**config.mk**
```make
export PLATFORM = sky130hd
export DESIGN_NAME = dio24_led_sched
export DESIGN_NICKNAME = d
export VERILOG_FILES = /design/src/rtl/dio24_led_sched.sv
export SDC_FILE = /design/constraint.sdc
export NUM_CORES = 1
export LEC_CHECK = 0
export ABC_AREA = 1
export BUFFER_PORTS_ARGS = -buffer_cell sky130_fd_sc_hd__buf_4
export CORE_MARGIN = 3
export CORE_UTILIZATION = 45
export CTS_BUF_LIST = sky130_fd_sc_hd__clkbuf_8
export DETAILED_ROUTE_END_ITERATION = 10
export MAX_ROUTING_LAYER = met4
export PLACE_DENSITY = 0.63
export SLEW_MARGIN = 10
export SYNTH_ARGS = -nofsm -noshare
export SYNTH_HDL_FRONTEND = slang
export SYNTH_SLANG_ARGS = --single-unit
export TNS_END_PERCENT = 30
```
**constraint.sdc**
```tcl
create_clock -name clk -period 3.7 [get_ports clk]
set_clock_uncertainty 0.05 [all_clocks]
set_input_delay 0.37 -clock clk [delete_from_list [all_inputs] [get_ports clk]]
set_output_delay 0.37 -clock clk [all_outputs]
set_load 0.005 [all_outputs]
```
**src/rtl/dio24_led_sched.sv**
```systemverilog
// dio24_led_sched: per-LED priority arbiter with a minimum display time, feeding the LED dimmer controls.
// The optional lamp-test override is compiled in when LED_SCHED_LAMP_TEST_EN is defined.
module dio24_led_sched #(
    parameter int NUM_LEDS    = 2,
    parameter int NUM_REQ     = 4,
    parameter int HOLD_COUNT  = 2**24,
    parameter int TEST_CYCLES = 2**26,
    localparam int IDW = (NUM_REQ > 1) ? $clog2(NUM_REQ) : 1,
    localparam int HCW = $clog2(HOLD_COUNT + 1)
) (
    input  logic                    clk,
    input  logic                    reset,
    input  logic [NUM_REQ-1:0]      req_valid,
    input  logic [NUM_REQ*NUM_LEDS-1:0] req_mask,
    input  logic [NUM_REQ*5-1:0]    req_pat,
    input  logic                    lamp_test,
    output logic [NUM_LEDS-1:0]     leds_in,
    output logic [NUM_LEDS-1:0]     leds_bright,
    output logic [NUM_LEDS-1:0]     leds_blink,
    output logic [NUM_LEDS-1:0]     leds_high,
    output logic [NUM_LEDS-1:0]     leds_inv,
    output logic [NUM_LEDS-1:0]     grant_valid,
    output logic [NUM_LEDS*IDW-1:0] grant_id,
    output logic                    test_active,
    output logic [2*NUM_LEDS-1:0]   fsm_state
);

    // Requests are level-held: a requester is served while req_valid and its mask bit are high;
    // there is no ready/acknowledge, ownership is reported only through grant_valid/grant_id.
    typedef enum logic [1:0] {S_IDLE = 2'd0, S_HOLD = 2'd1, S_FOLLOW = 2'd2} state_t;

    logic [NUM_LEDS-1:0] pat_on, pat_bright, pat_blink, pat_high, pat_inv;

    for (genvar k = 0; k < NUM_LEDS; k++) begin : g_led
        logic           cand_valid;
        logic [IDW-1:0] cand_id;
        logic [4:0]     cand_pat;
        logic           preempt, owner_live, hold_busy, do_grant;
        state_t         state_q;
        logic [IDW-1:0] owner_q;
        logic [HCW-1:0] hcnt_q;
        logic [4:0]     pat_q;

        always_comb begin
            cand_valid = 1'b0;
            cand_id    = '0;
            cand_pat   = '0;
            for (int r = NUM_REQ - 1; r >= 0; r--) begin
                if (req_valid[r] && req_mask[r*NUM_LEDS + k]) begin
                    cand_valid = 1'b1;
                    cand_id    = IDW'(r);
                    cand_pat   = req_pat[r*5 +: 5];
                end
            end
        end

        assign preempt    = cand_valid && (cand_id < owner_q);
        assign owner_live = cand_valid && (cand_id == owner_q);
        assign hold_busy  = (state_q == S_HOLD) && (hcnt_q != '0);
        // When the hold expires the FOLLOW decision is taken on the same edge, so the
        // display lasts exactly HOLD_COUNT cycles before a non-preemptive change.
        assign do_grant   = cand_valid &&
                            ((state_q == S_IDLE) || preempt || (!hold_busy && !owner_live));

        always_ff @(posedge clk) begin
            if (reset) begin
                state_q <= S_IDLE;
                owner_q <= '0;
                hcnt_q  <= '0;
                pat_q   <= '0;
            end else if (do_grant) begin
                state_q <= S_HOLD;
                owner_q <= cand_id;
                pat_q   <= cand_pat;
                hcnt_q  <= HCW'(HOLD_COUNT - 1);
            end else if (state_q == S_IDLE) begin
                pat_q   <= '0;
            end else if (hold_busy) begin
                hcnt_q  <= hcnt_q - HCW'(1);
                if (owner_live) pat_q <= cand_pat;
            end else if (owner_live) begin
                state_q <= S_FOLLOW;
                pat_q   <= cand_pat;
            end else begin
                state_q <= S_IDLE;
                owner_q <= '0;
                pat_q   <= '0;
            end
        end

        assign pat_on[k]             = pat_q[4];
        assign pat_bright[k]         = pat_q[3];
        assign pat_blink[k]          = pat_q[2];
        assign pat_high[k]           = pat_q[1];
        assign pat_inv[k]            = pat_q[0];
        assign grant_valid[k]        = (state_q != S_IDLE);
        assign grant_id[k*IDW +: IDW] = owner_q;
        assign fsm_state[2*k +: 2]   = state_q;
    end

`ifdef LED_SCHED_LAMP_TEST_EN
    localparam int TCW = $clog2(TEST_CYCLES + 1);
    logic           lt_q;
    logic           test_q;
    logic [TCW-1:0] tcnt_q;

    always_ff @(posedge clk) begin
        if (reset) begin
            lt_q   <= 1'b0;
            test_q <= 1'b0;
            tcnt_q <= '0;
        end else begin
            lt_q <= lamp_test;
            if (lamp_test && !lt_q) begin
                test_q <= 1'b1;
                tcnt_q <= TCW'(TEST_CYCLES - 1);
            end else if (test_q) begin
                if (tcnt_q == '0) test_q <= 1'b0;
                else              tcnt_q <= tcnt_q - TCW'(1);
            end
        end
    end

    assign test_active = test_q;
`else
    logic lamp_test_unused;
    assign lamp_test_unused = lamp_test;
    assign test_active      = 1'b0;
`endif

    assign leds_in     = test_active ? '1 : pat_on;
    assign leds_bright = test_active ? '1 : pat_bright;
    assign leds_high   = test_active ? '1 : pat_high;
    assign leds_blink  = test_active ? '0 : pat_blink;
    assign leds_inv    = test_active ? '0 : pat_inv;

endmodule
```
Word level (Yosys, flattened, before mapping)
Index checks and enable logic that the tools add are counted.
W data, S select, Z words.

operators by class
  add/subtract/negate cells = 2
  multiplexer cells = 56
  order comparisons = 2
  equality and inequality tests = 12
  bitwise gates (word level) = 4
  reductions and logical operators = 46

operator list
  kind                     number
  $mux W24                 6
  $mux W5                  18
  $reduce_bool A25 Y1      2
  $sub A25 B1 Y25 const B  2
  $mux W2                  18
  $logic_and A1 B1 Y1      18
  $reduce_and A2 Y1        8
  $mux W1                  14
  $ne A2 B1 Y1 const B     4
  $ne A4 B2 Y1 const B     2
  $reduce_bool A2 Y1       4
  $reduce_and A3 Y1        2
  $eq A2 B1 Y1 const B     2
  $eq A2 B2 Y1             2
  $logic_not A1 Y1         4
  $logic_not A2 Y1         2
  $logic_or A1 B1 Y1       4
  $lt A2 B2 Y1             2
  $ne A2 B2 Y1 const B     2
  $not A1 Y1               4
  $reduce_or A2 Y1         2

word-level totals
  logic and storage cells = 134
  flip-flop bits (word level) = 68

Depth between registers and ports, before layout
Gate-level depths: netlist of the first run.

  depth after elaboration = 13
  depth in mapped cells = 15
  gate-level depth less buffers = 14

Worst setup path after synthesis of the first run
Ideal clock, no wire load.

  path kind = input to register
  start point = in req_valid[1]
  end point = reg g_led[0].pat_q[0]
  library setup time = 114 ps
  data arrival time = 1968 ps
  path slack = 1568 ps
  path buffers = 1
  stages = 11
  path through = nand2_1 clkbuf_1 inv_1 nor3_1 ha_1 a21oi_1 nor2_1 o211ai_2 nand2_1 nand2_1 nor2_1

on the way
  longest elaborated chain between the ends = 10
  elaborated cells on any way between the ends = 22
  those cells by class = 1 x order compare; 2 x eq/ne; 11 x mux; 8 x reduce/logical

ends and longest elaborated chain
  what                                                      line  source
  start, declared                                           13    input logic [NUM_REQ-1:0] req_valid,
  $logic_and A1 B1 Y1 (*)                                   49    if (req_valid[r] && req_mask[r*NUM_LEDS + k]) begin
  $mux W2 (2 in series)                                     49
  $eq A2 B2 Y1                                              58    assign owner_live = cand_valid && (cand_id == owner_q);
  $logic_and A1 B1 Y1                                       58
  $logic_not A1 Y1                                          63    ((state_q == S_IDLE) || preempt || (!hold_busy && !owner_live));
  $logic_and A1 B1 Y1                                       63
  $logic_or A1 B1 Y1                                        63
  $logic_and A1 B1 Y1                                       62    assign do_grant = cand_valid &&
  $ne A4 B2 Y1 (no source line) or $mux W5 (tied branches)  n/a
  end signal, assigned                                      74    pat_q <= cand_pat;
  end signal, assigned                                      80    if (owner_live) pat_q <= cand_pat;
  end signal, assigned                                      83    pat_q <= cand_pat;
  end, declared                                             42    logic [4:0] pat_q;

Every way passes the cells marked *; elsewhere a longest branch is shown, timed or not. The select of a mux whose other input is x is not followed.
A chain may end at the register's enable or synchronous reset.

Worst setup path after layout of the first run
  start point = in req_valid[2]
  end point = reg g_led[0].hcnt_q[18]

on the way
  longest elaborated chain between the ends = 12
  elaborated cells on any way between the ends = 20
  those cells by class = 1 x order compare; 2 x eq/ne; 7 x mux; 10 x reduce/logical

ends and longest elaborated chain
  what                                                                 line  source
  $logic_and A1 B1 Y1 (*)                                              49
  $mux W2 (3 in series)                                                49
  $eq A2 B2 Y1                                                         58
  $logic_and A1 B1 Y1                                                  58
  $logic_not A1 Y1                                                     63
  $logic_and A1 B1 Y1                                                  63
  $logic_or A1 B1 Y1                                                   63
  $logic_and A1 B1 Y1 (*)                                              62
  $ne A2 B2 Y1 (no source line) or $reduce_bool A2 Y1 (tied branches)  n/a
  $reduce_and A2 Y1 (no source line)                                   n/a
  end signal, assigned                                                 75    hcnt_q <= HCW'(HOLD_COUNT - 1);
  end signal, assigned                                                 79    hcnt_q <= hcnt_q - HCW'(1);
  end, declared                                                        41    logic [HCW-1:0] hcnt_q;

Every way passes the cells marked *; elsewhere a longest branch is shown, timed or not.

==> results of run 1 <==
-- flip-flops by register name, summed over array words and instances, names as in the netlist --
register / cells
g_led.owner_q: 4
g_led.hcnt_q: 50
g_led.pat_q: 10
g_led.state_q: 4
-- final timing paths --
path	from	endpoint	slack (ns)	depth (start not counted)
worst max-delay path	req_valid[2]	g_led[0].hcnt_q[18]	1.16	14
worst min-delay path	req_pat[2]	g_led[1].pat_q[2]	0.36	5
worst max register to register	g_led[0].hcnt_q[0]	g_led[0].hcnt_q[18]	1.47	15
worst min register to register	g_led[1].pat_q[1]	g_led[1].pat_q[1]	0.44	2
-- worst reg2reg max path: cells and delay by family, from the launching register on --
kind	cells	cell delay (ns)
and+or+nand+nor	9	0.97
buffers and inverters	4	0.44
AOI/OAI and AO/OA	1	0.12
DFF	1	0.35
adders and majority gates	1	0.20
-- cells by family after synthesis --
group	count (synthesis)	share of synthesized area, %
xor gates and xnor gates	38	8.26
and+or+nand+nor	327	35.4
DFF	68	33.8
AOI/OAI and AO/OA	84	11.4
other	1	0.0931
adders and majority gates	8	2.49
buffers and inverters	81	8.54
-- layout by cell type, fill, tap and decap left out, types with 3 or more instances in the layout --
cell                       instances
sky130_fd_sc_hd__inv_1            58
sky130_fd_sc_hd__dfxtp_1          68
sky130_fd_sc_hd__nand2_1         123
sky130_fd_sc_hd__nand3_2           3
sky130_fd_sc_hd__buf_4            54
sky130_fd_sc_hd__o22ai_1          10
sky130_fd_sc_hd__clkbuf_8          9
sky130_fd_sc_hd__nor2_1          122
sky130_fd_sc_hd__ha_1              8
sky130_fd_sc_hd__nor2_2            7
sky130_fd_sc_hd__nand3_1          28
sky130_fd_sc_hd__a21oi_1          45
sky130_fd_sc_hd__nand4_1          12
sky130_fd_sc_hd__nand2_2           9
sky130_fd_sc_hd__nand3b_1          4
sky130_fd_sc_hd__xnor2_1          12
sky130_fd_sc_hd__or2_2             3
sky130_fd_sc_hd__xor2_1           26
sky130_fd_sc_hd__nor3_1            8
sky130_fd_sc_hd__o21ai_0          21
-- power groups by stage --
stage	logic, W	registers [W]	clock network [W]
after detailed placement	0.000558	0.000919	0
final	0.000555	0.000903	0.000688
after global placement	0.000545	0.000918	0
after global routing	0.000637	0.000917	0.000741
after CTS	0.000561	0.000904	0.000708
after floorplan	0.000421	0.000904	0
-- metal layers --
metal | share of wire, % | track usage (%) | wire length [um] | up-vias
met2 | 49 | 34.2 | 4760 | 70
met1 | 45 | 25.2 | 4390 | 1747
met4 | 1.8 | 7.05 | 178 | 0
li1 | - | - | - | 2022
met5 | 0 | - | 0 | -
met3 | 3.5 | 3.60 | 337 | 14
-- stage by stage --
stage	cell area [um^2]	utilization [%]	hold WS [ns]	total power, W	std cells
global placement	4450	52.5	0.417	0.00146	745
global route	4670	55.2	0.413	0.00230	761
CTS	4670	55.2	0.348	0.00217	761
finish	4670	55.2	0.359	0.00215	761
detailed placement	4450	52.5	0.430	0.00148	745
floorplan	4030	-	0.405	0.00132	607
-- area by class of cell --
| class | instances | area (um^2) |
|---|---|---|
| Sequential cell | 68 | 1360 |
| Clock inverter | 7 | 98.8 |
| Multi-Input combinational cell | 458 | 2320 |
| Clock buffer | 9 | 124 |
| Timing Repair Buffer | 54 | 405 |
| Fill cell | 857 | 3800 |
| Tap cell | 105 | 131 |
| Inverter | 60 | 225 |
==> impl_metrics.json, run 1 <==
{
  "status": "finished, final reports clean",
  "critical_path.most_common_cell": "sky130_fd_sc_hd__nand2_2",
  "count_of_synthesis_stage_warnings_from_yosys": 0,
  "die_width_um": 101,
  "synth_enable_flop_cells": 0,
  "synth_area_leader_cell": "sky130_fd_sc_hd__dfxtp_1",
  "post_cts_hold_buffer_count": 0,
  "drt_first_pass_iters": 4,
  "detailedRoute.firstIterationViolations": 175,
  "synth_ff_type": "sky130_fd_sc_hd__dfxtp_1",
  "synth.top_cell.area_share_pct": 33.8,
  "vias": 3853,
  "grt_max_degree": 52,
  "maxCapViolations": 0,
  "cell_at_the_root_of_the_clock_tree": "sky130_fd_sc_hd__clkbuf_8",
  "routed_wire_length_per_instance_um": 12.7,
  "worst_setup_ep_type": "flip-flop",
  "synth_most_common_cell": "sky130_fd_sc_hd__nand2_1",
  "grt_pass1_wl_um": 16700,
  "cp_bufs_invs": 4,
  "grt_setup_unrepaired": "false",
  "crit_chain": "buf_4 > nand2_1 > nand3_1 > a21oi_1 > inv_1 > ha_1 > nand3_1 > nand2_2 > nand2_2 > nand2_2 > buf_4 > nand2_1 > o21ai_1 > inv_1",
  "critical_path.top_delay_family": "simple AND/OR/NAND/NOR gates",
  "fp.dieArea_mm2": 0.0101,
  "wirelength_routed_um": 9670,
  "final-setup-viol-count": 0,
  "critical_path_class": "primary input to flip-flop",
  "setup_total_negative_slack_ns": 0,
  "synth.cell_area_mm2": 0.00403,
  "fmax_ghz": 0.393,
  "max-slew-margin-rel_pct": 57.3,
  "tritoncts.num_buffers": 9,
  "powerDensity_mw_per_mm2": 460,
  "clockBufferDepth": 2,
  "slew_violations": 0,
  "critical_path.slowest_cell": "sky130_fd_sc_hd__nand2_2",
  "pwr-share-clk_pct": 32.0,
  "finalCritPeriodShare_pct": 68.7,
  "list_of_most_frequent_post_synthesis_cells": "sky130_fd_sc_hd__nand2_1, sky130_fd_sc_hd__nor2_1, sky130_fd_sc_hd__dfxtp_1, sky130_fd_sc_hd__inv_1, sky130_fd_sc_hd__a21oi_1",
  "sw_frac_of_total_pct": 33.5,
  "ys_ff_latch": 68,
  "postCtsSetupBuffers": 0,
  "post_detailed_route_drc_marker_count": 0,
  "finalCriticalPeriod_ns": 2.54,
  "vdd.ir_drop.worst_v": 0.000236,
  "num-nets-final": 694,
  "final_hold_fails": 0,
  "asyncSetResetFlopFracSynth_pct": 0,
  "n_antenna_cell": 0,
  "p_comb_share_pct": 25.9,
  "drive_gt1_share_pct": 15.4,
  "tritoncts_clock_tree": "yes",
  "max_slew.worst_pin.slew_ns": 0.640,
  "vias_in_the_first_global_route": 3697,
  "p_seq_share_pct": 42.1,
  "synthCells": 607,
  "areaGrowthSynthToFinish_pct": 15.9,
  "post-dp-hpwl_um": 6890,
  "power_leakage_nw": 2.16,
  "vias_per_cell": 5.06,
  "floorplan.initialDensity_pct": 47.6,
  "grt_antenna_before_repair": 0,
  "htree_num_levels": 3,
  "postRouteAntennaNets": 0,
  "core.rowCount": 33,
  "timing.critical_path.from_type": "primary input",
  "wp_data_arrival_ns": 2.74,
  "crit_path_max_fanout": 24,
  "buffer_ports.inserted": 53,
  "dieHeight_um": 101,
  "place_ws_ns": 0.793,
  "slowest_delay_ns": 0.38,
  "timing.critical_path.required_ns": 3.89,
  "yosys.cell_types.count": 37,
  "syn_avg_cell_area_um2": 6.64,
  "cts_repair_resize_count": 0,
  "p_sw_w": 0.000720,
  "finalWeightedCongestion": 0.844,
  "clock-sinks": 68,
  "io_pins": 56,
  "timing.final.ws_setup_ns": 1.16,
  "clk-insertion-delay-late_ns": 0.34,
  "grt.total_usage_pct": 20.6,
  "min_delay_path_class": "primary input to flip-flop",
  "clkTransAtPathRegs_ns": 0.08,
  "p_int_w": 0.00143,
  "synth.area.top_cells": "sky130_fd_sc_hd__dfxtp_1, sky130_fd_sc_hd__nand2_1, sky130_fd_sc_hd__nor2_1",
  "syn_nets": 650,
  "globalRouteOverflowTotal": 0,
  "fp.coreArea_mm2": 0.00846,
  "ys_seq_area_share_pct": 33.8
}
Note: power is estimated with default switching activity, not from simulation.
==> run 2: changes to the inputs <==
- ABC_AREA: 1 -> 0
- clock period: 3.7 -> 2.7 ns (I/O delays scaled with it)
==> impl_metrics.json, run 2 <==
{
  "max_slew.worst_pin.slew_ns": 0.675,
  "postRouteAntennaNets": 0,
  "drive_gt1_share_pct": 20.8,
  "final_cell_count_no_fill": 636,
  "areaGrowthSynthToFinish_pct": 15.5,
  "globalRouteOverflowTotal": 0,
  "fp.dieArea_mm2": 0.0103,
  "powerDensity_mw_per_mm2": 593,
  "grt_pass1_wl_um": 17200,
  "maxCapViolations": 0,
  "yosys.cell_types.count": 65,
  "dpl_cell_area_mm2": 0.00457,
  "tritoncts.num_buffers": 9,
  "cell_at_the_root_of_the_clock_tree": "sky130_fd_sc_hd__clkbuf_8",
  "finalCriticalPeriod_ns": 2.47,
  "post_cts_hold_buffer_count": 0,
  "synth_most_common_cell": "sky130_fd_sc_hd__dfxtp_1",
  "largest_reg_by_ff_count": "g_led.hcnt_q",
  "synth_area_leader_cell": "sky130_fd_sc_hd__dfxtp_1",
  "power_leakage_nw": 1.71,
  "crit_chain": "or4_1 > nor3_4 > a211o_2 > nand3_4 > o32ai_1",
  "timing.rr.end": "g_led[1].owner_q[0]",
  "num-nets-final": 566,
  "reg.largest.list": "g_led.hcnt_q x50, g_led.pat_q x10",
  "vias_in_the_first_global_route": 3631,
  "synth.cell_area_mm2": 0.00411,
  "min_delay_path_class": "primary input to flip-flop",
  "timing.critical_path.required_ns": 2.90,
  "clk-insertion-delay-late_ns": 0.34,
  "list_of_most_frequent_post_synthesis_cells": "sky130_fd_sc_hd__dfxtp_1, sky130_fd_sc_hd__a21oi_1, sky130_fd_sc_hd__xnor2_1, sky130_fd_sc_hd__nor2_1, sky130_fd_sc_hd__nand3_1",
  "wirelength_routed_um": 10100,
  "synth.top_cell.area_share_pct": 33.1,
  "max-slew-margin-rel_pct": 55.0,
  "asyncSetResetFlopFracSynth_pct": 0,
  "mostFrequentLayoutCells": "sky130_fd_sc_hd__dfxtp_1, sky130_fd_sc_hd__buf_4, sky130_fd_sc_hd__a21oi_1",
  "timing.hold.worst_endpoint": "g_led[0].pat_q[0]",
  "critical_path.slowest_cell": "sky130_fd_sc_hd__or4_1",
  "routed_wire_length_per_instance_um": 15.8,
  "slowest_delay_ns": 0.72,
  "syn_avg_cell_area_um2": 8.59,
  "clock-sinks": 68,
  "grt_setup_unrepaired": "false",
  "ys_seq_area_share_pct": 33.1,
  "vdd.ir_drop.worst_v": 0.000391,
  "clkTransAtPathRegs_ns": 0.08,
  "dp_cells": 620,
  "critical_path_class": "flip-flop to flip-flop",
  "critical_path.top_delay_family": "simple AND/OR/NAND/NOR gates",
  "setup.reg_to_reg.worst_slack_ns": 0.23,
  "n_antenna_cell": 0,
  "crit_path_max_fanout": 28,
  "cp_bufs_invs": 0,
  "drt_first_pass_iters": 4,
  "largest_register_ffs": 50,
  "timing.critical_path.from_type": "flip-flop",
  "synthCells": 479,
  "cp-startpoint": "g_led[1].hcnt_q[5]",
  "fp.coreArea_mm2": 0.00881,
  "post-dp-hpwl_um": 7010,
  "wp_data_arrival_ns": 2.67,
  "tritoncts_clock_tree": "yes",
  "count_of_synthesis_stage_warnings_from_yosys": 0,
  "synth.area.top_cells": "sky130_fd_sc_hd__dfxtp_1, sky130_fd_sc_hd__xnor2_1, sky130_fd_sc_hd__a21oi_1",
  "syn_nets": 522,
  "multi_input_area_mm2": 0.00251,
  "vias": 3802,
  "worstSetupPathDepth": 5,
  "timing.final.ws_setup_ns": 0.225,
  "core.rowCount": 34,
  "clockBufferDepth": 2,
  "postCtsSetupBuffers": 0,
  "place_ws_ns": 0.100,
  "r2r_cells": 5,
  "htree_num_levels": 3,
  "detailedRoute.firstIterationViolations": 183,
  "vias_per_cell": 5.98,
  "buffer_ports.inserted": 53,
  "final_hold_fails": 0,
  "floorplan.initialDensity_pct": 46.7,
  "worst_setup_ep_type": "flip-flop",
  "status": "finished, final reports clean",
  "cts_repair_resize_count": 0,
  "ys_ff_latch": 68,
  "fmax_ghz": 0.404,
  "grt_antenna_before_repair": 0,
  "synth_enable_flop_cells": 0,
  "io_pins": 56,
  "regArea_mm2": 0.00136,
  "die_width_um": 102,
  "slew_violations": 0,
  "worst_r2r_startpoint": "g_led[1].hcnt_q[5]",
  "final-setup-viol-count": 0,
  "layout.cell_area.non_filler_mm2": 0.00475,
  "fin_hold_ws_ns": 0.188,
  "final_common_cell": "sky130_fd_sc_hd__dfxtp_1",
  "grt_max_degree": 63,
  "dieHeight_um": 102,
  "timing.hold.worst.start": "req_pat[0]",
  "synth_ff_type": "sky130_fd_sc_hd__dfxtp_1",
  "layout.filler_cells": 835,
  "finalCritPeriodShare_pct": 91.6,
  "finalWeightedCongestion": 0.895,
  "grt.total_usage_pct": 21.2,
  "post_detailed_route_drc_marker_count": 0,
  "hold_crit_depth": 3,
  "setup_total_negative_slack_ns": 0
}
[run 2: changes by cell type in the layout (fill, tap and decap cells not counted), moves of 13 or more]
cell | before | now
sky130_fd_sc_hd__nand2_1 | 123 | 18
sky130_fd_sc_hd__nor2_1 | 122 | 27
sky130_fd_sc_hd__inv_1 | 58 | 17
sky130_fd_sc_hd__a211oi_1 | 0 | 14
sky130_fd_sc_hd__xnor2_1 | 12 | 28
sky130_fd_sc_hd__buf_4 | 54 | 67
[run 2: cell families (layout without fill, tap and decap cells)]
family / count (synthesis) / in the layout / synth area share (%)
other: 1 / 1 / 0.0912
muxes: 1 / 1 / 0.274
AOI/OAI and AO/OA: 141 / 141 / 23.0
DFF: 68 / 68 / 33.1
xor gates and xnor gates: 45 / 45 / 9.58
buffers and inverters: 51 / 100 / 5.84
and+or+nand+nor: 164 / 164 / 25.7
adders and majority gates: 8 / 8 / 2.43
[run 2: metal layers]
metal / vias up / GRT usage [%] / share of wire [%]
met1: 1788 / 26.4 / 45
met2: 95 / 35.6 / 49
li1: 1909 / - / -
met3: 10 / 3.58 / 4.4
met5: - / - / 0
met4: 0 / 5.52 / 1.2
[run 2: cell type report]
type,count,share of cell area [%]
sequential,68,28.6
tap,108,2.84
inverter,17,1.34
clock buffer,10,2.90
timing repair buffer,67,10.6
clock inverter,6,0.843
multi-input combinational,360,52.8
[run 2: worst min-delay path: cells and delay by family]
kind	cells	cell delay, ns
AOI/OAI and AO/OA	2	0.19
buffers and inverters	1	0.09
[run 2: through the flow]
| stage | util, % | power [W] |
|---|---|---|
| floorplan | - | 0.00184 |
| global placement | 51.9 | 0.00205 |
| detailed placement | 51.9 | 0.00207 |
| CTS | 54.0 | 0.00285 |
| global route | 54.0 | 0.00301 |
| finish | 54.0 | 0.00282 |
[run 2: worst max path at each step]
stage	end
2_1_floorplan	g_led[1].pat_q[0]
3_5_place_dp	g_led[0].hcnt_q[24]
3_3_place_gp	g_led[0].hcnt_q[24]
5_1_grt	g_led[1].owner_q[0]
4_1_cts	g_led[1].owner_q[0]
6_report	g_led[1].owner_q[0]
[run 2: power by group]
part | internal [W] | switching (W) | total, W | leakage (nW)
Clock | 0.000357 | 0.000412 | 0.000769 | 0.0920
Combinational | 0.000351 | 0.000407 | 0.000758 | 1.05
Sequential | 0.00114 | 0.000145 | 0.00129 | 0.569
==> run 3: changes to the inputs <==
- PLACE_DENSITY: 0.63 -> 0.7
- clock period: 2.7 -> 2.5 ns (I/O delays scaled with it)
==> impl_metrics.json, run 3 (synthesis gave the netlist of run 2 again) <==
{
  "grt_setup_unrepaired": "false",
  "clockBufferDepth": 2,
  "vdd.ir_drop.worst_v": 0.000301,
  "grt_max_degree": 27,
  "drive_gt1_share_pct": 22.3,
  "largest_reg_by_ff_count": "g_led.hcnt_q",
  "grt.total_usage_pct": 21.0,
  "layout.cell_area.non_filler_mm2": 0.00488,
  "mostFrequentLayoutCells": "sky130_fd_sc_hd__buf_4, sky130_fd_sc_hd__dfxtp_1, sky130_fd_sc_hd__a21oi_1",
  "vias_per_cell": 5.86,
  "globalRouteOverflowTotal": 0,
  "timing.critical_path.required_ns": 2.68,
  "vias_in_the_first_global_route": 3604,
  "core.rowCount": 34,
  "largest_register_ffs": 50,
  "num-nets-final": 576,
  "totalPowerFinal_w": 0.00317,
  "routed_wire_length_per_instance_um": 15.5,
  "status": "finished, final reports clean",
  "crit_path_max_fanout": 9,
  "cell_at_the_root_of_the_clock_tree": "sky130_fd_sc_hd__clkbuf_8",
  "slew_violations": 0,
  "dpl_cell_area_mm2": 0.00467,
  "finalCriticalPeriod_ns": 2.30,
  "dieHeight_um": 102,
  "areaGrowthSynthToFinish_pct": 18.6,
  "postRouteAntennaNets": 0,
  "fmax_ghz": 0.434,
  "timing.critical_path.from_type": "flip-flop",
  "final_cell_count_no_fill": 646,
  "io_pins": 56,
  "post_detailed_route_drc_marker_count": 0,
  "vias": 3784,
  "layout.core_utilization_pct": 55.4,
  "grt_pass1_wl_um": 17100,
  "maxCapViolations": 0,
  "tritoncts_clock_tree": "yes",
  "setup_total_negative_slack_ns": 0,
  "floorplan.initialDensity_pct": 46.7,
  "buffer_ports.inserted": 53,
  "detailedRoute.firstIterationViolations": 140,
  "fp.coreArea_mm2": 0.00881,
  "final_hold_fails": 0,
  "max_slew.worst_pin.slew_ns": 0.608,
  "max-slew-margin-rel_pct": 59.4,
  "finalCritPeriodShare_pct": 92.2,
  "finalWeightedCongestion": 0.924,
  "wirelength_routed_um": 10000,
  "worst_setup_ep_type": "flip-flop",
  "fp.dieArea_mm2": 0.0103,
  "n_antenna_cell": 0,
  "clock-sinks": 68,
  "grt_antenna_before_repair": 0,
  "clk-insertion-delay-late_ns": 0.34,
  "critical_path_class": "flip-flop to flip-flop",
  "die_width_um": 102,
  "clkTransAtPathRegs_ns": 0.08,
  "powerDensity_mw_per_mm2": 650,
  "wp_data_arrival_ns": 2.48,
  "power_leakage_nw": 1.77,
  "tritoncts.num_buffers": 9,
  "drt_first_pass_iters": 4,
  "post-dp-hpwl_um": 7360,
  "reg.largest.list": "g_led.hcnt_q x50, g_led.pat_q x10",
  "dp_cells": 630,
  "htree_num_levels": 3,
  "min_delay_path_class": "primary input to flip-flop",
  "final_common_cell": "sky130_fd_sc_hd__buf_4",
  "final-setup-viol-count": 0
}
[run 3: worst max-delay path, stage by stage, from the launching register on]
cell and delay [ns]:
sky130_fd_sc_hd__dfxtp_1 0.35, sky130_fd_sc_hd__or4_1 0.73, sky130_fd_sc_hd__or2_0 0.48, sky130_fd_sc_hd__o211ai_1 0.27
sky130_fd_sc_hd__xor2_1 0.20, sky130_fd_sc_hd__a21oi_1 0.10
[run 3: what timing repair did]
item                       in CTS  in global routing
setup endpoints to repair       0                  1
setup buffers                   0                  0
hold buffers                    0                  0
resized for setup               0                  1
[run 3: area by class of cell]
class / instances / area [um^2]
fillers: 822 / 3930
well taps: 108 / 135
flip-flops and latches: 68 / 1360
clock buffers: 10 / 138
clock inverters: 6 / 63.8
multi-input cells: 360 / 2510
repair buffers: 77 / 603
inverters: 17 / 63.8
[run 3: path summary, 6_finish.rpt]
path	from	to	slack (ns)	cells after the start
max	g_led[1].hcnt_q[5]	g_led[1].hcnt_q[8]	0.20	5
min	req_pat[4]	g_led[0].pat_q[4]	0.18	3
max reg2reg	g_led[1].hcnt_q[5]	g_led[1].hcnt_q[8]	0.20	5
min reg2reg	g_led[1].pat_q[0]	g_led[1].pat_q[0]	0.41	2
[run 3: stage by stage]
stage | hold WS (ns) | setup slack, ns
5_1_grt | 0.195 | 0.0237
3_5_place_dp | 0.403 | -0.00857
3_3_place_gp | 0.399 | 0.110
4_1_cts | 0.166 | 0.194
2_1_floorplan | 0.394 | 0.156
6_report | 0.178 | 0.196
[run 3: power breakdown]
| part | switching [W] | total (W) | internal, W |
|---|---|---|---|
| registers | 0.000155 | 0.00139 | 0.00124 |
| logic | 0.000455 | 0.000868 | 0.000413 |
| clock network | 0.000425 | 0.000910 | 0.000486 |
[run 3: per-layer routing]
layer / vias to the layer above / global-route usage (%) / share of wire, % / wire [um]
li1: 1921 / - / - / -
met1: 1784 / 26.3 / 46 / 4640
met2: 70 / 34.2 / 49 / 4910
met3: 9 / 5.10 / 3.6 / 365
met4: 0 / 4.81 / 0.81 / 81
met5: - / - / 0 / 0
